File: config.mk
export PLATFORM = sky130hd
export DESIGN_NAME = std_linear_sec_scrubber
export DESIGN_NICKNAME = d
export VERILOG_FILES = /design/src/rtl/std_linear_sec_scrubber_pkg.sv /design/src/rtl/std_linear_sec_decoder.sv /design/src/rtl/std_linear_sec_encoder.sv /design/src/rtl/std_linear_sec_scrubber.sv
export SDC_FILE = /design/constraint.sdc
export NUM_CORES = 1
export LEC_CHECK = 0
export CAP_MARGIN = 20
export CORE_ASPECT_RATIO = 0.75
export CORE_UTILIZATION = 57
export CTS_CLUSTER_DIAMETER = 200
export DETAILED_ROUTE_END_ITERATION = 10
export GPL_ROUTABILITY_DRIVEN = 1
export PLACE_DENSITY = 0.91
export SLEW_MARGIN = 20
export SYNTH_ARGS = -nofsm -noshare
export SYNTH_HDL_FRONTEND = slang
export SYNTH_HIERARCHICAL = 1
export SYNTH_SLANG_ARGS = --single-unit
File: constraint.sdc
create_clock -name i_clk -period 7.4 [get_ports i_clk]
set_clock_uncertainty 0.05 [all_clocks]
set_input_delay 0.74 -clock i_clk [delete_from_list [all_inputs] [get_ports i_clk]]
set_output_delay 0.74 -clock i_clk [all_outputs]
set_load 0.05 [all_outputs]
File: src/rtl/std_linear_sec_scrubber_pkg.sv
// Shared types and code-shape helpers for the SEC scrubber.
// Column helper defines the parity-check matrix used by the codec pair.
package std_linear_sec_scrubber_pkg;

   typedef enum logic [2:0] {
      IDLE,
      WAIT,
      READ,
      CHECK,
      WRITE,
      NEXT
   } state_t;

   function automatic int sec_n(input int p);
      return (1 << p) - 1 - p;
   endfunction

   function automatic int sec_k(input int p);
      return (1 << p) - 1;
   endfunction

   // Parity-check column of codeword bit i: parity bits sit in the
   // low p positions with unit columns, data bits take the remaining
   // non-power-of-two values in ascending order.
   function automatic int sec_col(input int p, input int i);
      int c;
      int col;
      col = 1 << i;
      c   = p;
      for (int v = 3; v < (1 << p); v++) begin
         if (i >= p && (v & (v - 1)) != 0) begin
            if (c == i) col = v;
            c++;
         end
      end
      return col;
   endfunction

endpackage

File: src/rtl/std_linear_sec_decoder.sv
// Systematic SEC decoder: syndrome lookup, flips the matching data bit.
// Any non-zero syndrome is reported as a correction.
module std_linear_sec_decoder
   import std_linear_sec_scrubber_pkg::*;
#(
   parameter int  P = 4,
   localparam int N = sec_n(P),
   localparam int K = sec_k(P)
) (
   input  logic [K-1:0] i_code,
   output logic [N-1:0] o_word,
   output logic         o_corrected
);

   logic [P-1:0] syn;

   // syndrome then single-bit repair of the data field
   always_comb begin
      syn = '0;
      for (int i = 0; i < K; i++) begin
         if (i_code[i]) syn = syn ^ P'(sec_col(P, i));
      end
      o_word = i_code[K-1:P];
      for (int j = 0; j < N; j++) begin
         if (syn == P'(sec_col(P, P + j))) o_word[j] = ~i_code[P + j];
      end
   end

   assign o_corrected = |syn;

endmodule

File: src/rtl/std_linear_sec_encoder.sv
// Systematic SEC encoder: codeword = {data, parity}.
// Parity bit b is the XOR of the data bits whose column has bit b set.
module std_linear_sec_encoder
   import std_linear_sec_scrubber_pkg::*;
#(
   parameter int  P = 4,
   localparam int N = sec_n(P),
   localparam int K = sec_k(P)
) (
   input  logic [N-1:0] i_data,
   output logic [K-1:0] o_code
);

   logic [P-1:0] par;

   // accumulate parity from each set data bit's column
   always_comb begin
      par = '0;
      for (int j = 0; j < N; j++) begin
         if (i_data[j]) par = par ^ P'(sec_col(P, P + j));
      end
   end

   assign o_code = {i_data, par};

endmodule

File: src/rtl/std_linear_sec_scrubber.sv
// Background scrubber: walks memory, decodes each word and writes
// back re-encoded data whenever the decoder reports a correction.
module std_linear_sec_scrubber
   import std_linear_sec_scrubber_pkg::*;
#(
   parameter int  P  = 4,
   parameter int  AW = 4,
   parameter int  IW = 8,
   parameter int  CW = 16,
   localparam int N  = sec_n(P),
   localparam int K  = sec_k(P)
) (
   input  logic          i_clk,
   input  logic          i_rst,
   input  logic          i_en,
   input  logic [IW-1:0] i_interval,
   output logic          o_mem_req,
   output logic          o_mem_we,
   output logic [AW-1:0] o_mem_addr,
   output logic [K-1:0]  o_mem_wdata,
   input  logic          i_mem_ack,
   input  logic [K-1:0]  i_mem_rdata,
   output logic [CW-1:0] o_corrected_count,
   output logic          o_pass_done,
   output logic          o_busy
);

   state_t        state_q;
   state_t        state_d;
   logic [AW-1:0] addr_q;
   logic [IW-1:0] wait_q;
   logic [K-1:0]  cw_q;
   logic [CW-1:0] corr_q;
   logic          done_q;
   logic [N-1:0]  dec_word;
   logic          dec_corr;
   logic [K-1:0]  enc_code;

   std_linear_sec_decoder #(.P(P)) u_dec (
      .i_code      (cw_q),
      .o_word      (dec_word),
      .o_corrected (dec_corr)
   );

   std_linear_sec_encoder #(.P(P)) u_enc (
      .i_data (dec_word),
      .o_code (enc_code)
   );

   // state register
   always_ff @(posedge i_clk or posedge i_rst) begin
      if (i_rst) state_q <= IDLE;
      else       state_q <= state_d;
   end

   // next-state decode
   always_comb begin
      state_d = state_q;
      case (state_q)
         IDLE:    if (i_en) state_d = WAIT;
         WAIT:    if (wait_q == '0) state_d = READ;
         READ:    if (i_mem_ack) state_d = CHECK;
         CHECK:   state_d = dec_corr ? WRITE : NEXT;
         WRITE:   if (i_mem_ack) state_d = NEXT;
         NEXT:    state_d = i_en ? WAIT : IDLE;
         default: state_d = IDLE;
      endcase
   end

   // address walk, idle timer, codeword capture and correction count
   always_ff @(posedge i_clk or posedge i_rst) begin
      if (i_rst) begin
         addr_q <= '0;
         wait_q <= '0;
         cw_q   <= '0;
         corr_q <= '0;
         done_q <= 1'b0;
      end else begin
         done_q <= 1'b0;
         case (state_q)
            IDLE:  if (i_en) wait_q <= i_interval;
            WAIT:  if (wait_q != '0) wait_q <= wait_q - 1'b1;
            READ:  if (i_mem_ack) cw_q <= i_mem_rdata;
            CHECK: if (dec_corr) cw_q <= enc_code;
            WRITE: begin
               if (i_mem_ack && corr_q != '1) corr_q <= corr_q + 1'b1;
            end
            NEXT: begin
               addr_q <= addr_q + 1'b1;
               done_q <= &addr_q;
               if (i_en) wait_q <= i_interval;
            end
            default: ;
         endcase
      end
   end

   assign o_mem_req         = (state_q == READ) || (state_q == WRITE);
   assign o_mem_we          = (state_q == WRITE);
   assign o_mem_addr        = addr_q;
   assign o_mem_wdata       = (state_q == WRITE) ? cw_q : '0;
   assign o_corrected_count = corr_q;
   assign o_pass_done       = done_q;
   assign o_busy            = (state_q != IDLE);

endmodule
==> flow_summary.json <==
{
  "yosys.area.top_type": "sky130_fd_sc_hd__dfrtp_1",
  "die_w_um": 91.00,
  "required_ns": 7.50,
  "h-tree-depth": 2,
  "maxSlewHeadroom_pct": 39.64,
  "wl_met1_um": 3716,
  "maximum_number_of_pins_on_one_net_before_global_route_repair": 48,
  "layout_common_cells": "sky130_fd_sc_hd__clkdlybuf4s50_1, sky130_fd_sc_hd__dfrtp_1, sky130_fd_sc_hd__nand2_1, sky130_fd_sc_hd__xnor2_1, sky130_fd_sc_hd__xor2_1",
  "synthesis.area_per_instance_um2": 10.08,
  "async_flop_share_pct": 100.0,
  "floorplan.die.height_um": 68.75,
  "layout.cells.most_common": "sky130_fd_sc_hd__clkdlybuf4s50_1",
  "insertion_delay_ns": 0.31,
  "timing.critical_path.to": "cw_q[1]",
  "final-hold-violation-count": 0,
  "period_minus_slack_ns": 3.691,
  "cts_repair_resize_count": 0,
  "finalSetupViolCount": 0,
  "cts-hold-fix-buffers": 0,
  "reg2reg_slack_ns": 3.71,
  "status": "completed",
  "worstSetupEndpointType": "flop",
  "clk_root_buffer_cell": "sky130_fd_sc_hd__clkbuf_8",
  "synthesis.area_um2": 3386,
  "boundaryPins": 66,
  "first_global_vias": 2546,
  "portBuffers": 65,
  "start_util_pct": 61.28,
  "grt-ovfl-total": 0,
  "post_synth_num_cell_types": 57,
  "maxUsedRoutingLayer": "met4",
  "die_area_um2": 6255,
  "critical_path_fanout_max": 11,
  "tritoncts_clock_tree": "yes",
  "dr.first_iter.drc_count": 182,
  "wl_met3_um": 425,
  "timing.reg2reg.worst_path_depth": 9,
  "synth.net_count": 367,
  "final_min_period_over_clock_period_pct": 49.88,
  "drive_above_1_share_pct": 7.235,
  "timing.final.max_slew_violations": 0,
  "worst-endpoint-arrival_ns": 3.79,
  "cts_inserted_buffers": 5,
  "ys_seq_elements": 47,
  "postSynthCellCount": 336,
  "hold_path_class": "reg2reg",
  "drv.max_cap_violation_count": 0,
  "worstReg2RegEnd": "cw_q[1]",
  "total_power_uw": 2219,
  "postLayoutCellArea_um2": 4129,
  "place.detailed.instances": 453,
  "fillerInstances": 396,
  "cts.sink_count": 47,
  "timing.setup.critical_path_class": "reg2reg",
  "ctsLongestPathBuffers": 2,
  "wire_length_of_the_first_global_routing_pass_um": 12920,
  "worst_setup_path_startpoint": "cw_q[5]",
  "drtPass1Iterations": 4,
  "via_density_per_instance": 5.820,
  "worst_ir_drop_vdd_v": 0.0002901,
  "synthToLayoutAreaGrowth_pct": 21.95,
  "postPlaceCellArea_um2": 3986,
  "count_of_nets_left_with_antenna_violations_after_detail_routing": 0,
  "number_of_antenna_violations_at_the_first_check_in_global_routing": 0,
  "detail_route.wirelength_um": 7728,
  "cts_setup_buffers": 0,
  "final_net_count": 417,
  "ys.warnings.count": 6,
  "final_hpwl_dp_um": 5639,
  "ys_seq_area_share_pct": 34.74,
  "max_freq_mhz": 270.9,
  "power.density_cell_area_nw_per_um2": 537.4,
  "routability_cong": 0.8675,
  "core.rowCount": 23,
  "antenna_cells_inserted": 0,
  "core_area_um2": 5525,
  "synthTopCellsByArea": "sky130_fd_sc_hd__dfrtp_1, sky130_fd_sc_hd__xnor2_1, sky130_fd_sc_hd__xor2_1, sky130_fd_sc_hd__mux2i_1, sky130_fd_sc_hd__xnor3_1",
  "synth_ff_type": "sky130_fd_sc_hd__dfrtp_1",
  "p_leak_uw": 0.001909,
  "worst_r2r_startpoint": "cw_q[5]",
  "global_route.usage.total_pct": 26.77,
  "setup-tns-final_ns": 0,
  "cp-start-kind": "flop",
  "max_slew.worst_pin.slew_ns": 0.9033,
  "met2_wirelength_um": 3493,
  "detail_route.wl_per_cell_um": 16.73,
  "synth_enable_flop_cells": 0,
  "layout.cells.non_filler": 462,
  "synth_largest_type_area_fraction_pct": 34.74,
  "clk_pin_slew_worst_paths_ns": 0.10,
  "vias": 2689,
  "detail_route.drc_violations": 0,
  "grt_setup_unrepaired": "no"
}
==> metrics by stage <==
stage	worst slack (ns)	util, %	hold slack, ns
final	3.709	74.73	0.4550
after global routing	3.503	74.73	0.4902
after CTS	3.811	74.23	0.4606
after detailed placement	3.854	72.15	0.4462
after global placement	3.981	72.15	0.4267
after floorplan	4.442	-	0.4241
==> cell families after synthesis <==
kind of cell	after synthesis	synth area share, %
and+or+nand+nor	118	21.73
xor gates and xnor gates	64	20.81
AOI/OAI and AO/OA	48	8.870
DFF	47	34.74
buffers and inverters	31	5.137
muxes	23	6.947
adders and majority gates	5	1.774
==> cell usage after synthesis (4+ instances only) <==
master	n
sky130_fd_sc_hd__nor4_1	8
sky130_fd_sc_hd__o21ai_0	20
sky130_fd_sc_hd__nor4b_1	5
sky130_fd_sc_hd__nor3_1	6
sky130_fd_sc_hd__mux2i_1	19
sky130_fd_sc_hd__nand4_1	8
sky130_fd_sc_hd__clkbuf_1	6
sky130_fd_sc_hd__buf_4	12
sky130_fd_sc_hd__ha_1	4
sky130_fd_sc_hd__nand2b_1	4
sky130_fd_sc_hd__xor2_1	25
sky130_fd_sc_hd__dfrtp_1	47
sky130_fd_sc_hd__buf_2	4
sky130_fd_sc_hd__xnor3_1	5
sky130_fd_sc_hd__nand2_1	29
sky130_fd_sc_hd__and2_1	15
sky130_fd_sc_hd__xnor2_1	29
sky130_fd_sc_hd__inv_1	7
sky130_fd_sc_hd__nand3_1	8
sky130_fd_sc_hd__nor2_1	11
sky130_fd_sc_hd__a21oi_1	10
==> per-layer routing <==
layer	global-route usage [%]	up-vias
li1	-	1293
met1	37.80	1288
met2	43.28	99
met3	4.276	9
met4	7.738	0
met5	0	-
==> how the worst min path moves through the flow <==
stage,startpoint,end,cells after the start
after floorplan,cw_q[0],cw_q[0],2
after detailed placement,o_corrected_count[14],o_corrected_count[14],1
final,o_corrected_count[14],o_corrected_count[14],1
after CTS,o_corrected_count[14],o_corrected_count[14],1
after global placement,o_corrected_count[9],o_corrected_count[9],1
after global routing,o_corrected_count[14],o_corrected_count[14],1
==> worst max-delay path: stages (launching register included) <==
cell and delay, ns:
sky130_fd_sc_hd__dfrtp_1 0.46, sky130_fd_sc_hd__xnor2_1 0.27, sky130_fd_sc_hd__xnor3_2 0.48, sky130_fd_sc_hd__xnor2_1 0.67, sky130_fd_sc_hd__nand4_1 0.22, sky130_fd_sc_hd__xnor2_1 0.40, sky130_fd_sc_hd__xor2_1 0.30, sky130_fd_sc_hd__xnor3_1 0.46
sky130_fd_sc_hd__mux2i_1 0.12, sky130_fd_sc_hd__o21ai_0 0.11
==> layout make-up <==
type | instances | area (um2) | area share [%]
inverter | 8 | 30.03 | 0.7273
multi-input combinational | 258 | 2036 | 49.30
tap | 75 | 93.84 | 2.273
timing repair buffer | 66 | 678.2 | 16.42
sequential | 47 | 1176 | 28.48
clock inverter | 3 | 46.29 | 1.121
clock buffer | 5 | 68.82 | 1.667
==> where the power goes <==
group	internal, uW	switching, uW	leakage [uW]
Combinational	820	781	0.00123
Sequential	319	103	0.000620
Clock	102	94.8	0.0000548
Total	1240	979	0.00191
==> flip-flops by register name (all words and copies together) (netlist names) <==
signal / cells
o_corrected_count: 16
cw_q: 15
wait_q: 8
o_mem_addr: 4
state_q: 3
o_pass_done: 1
Power figures use the tool's default switching activity.
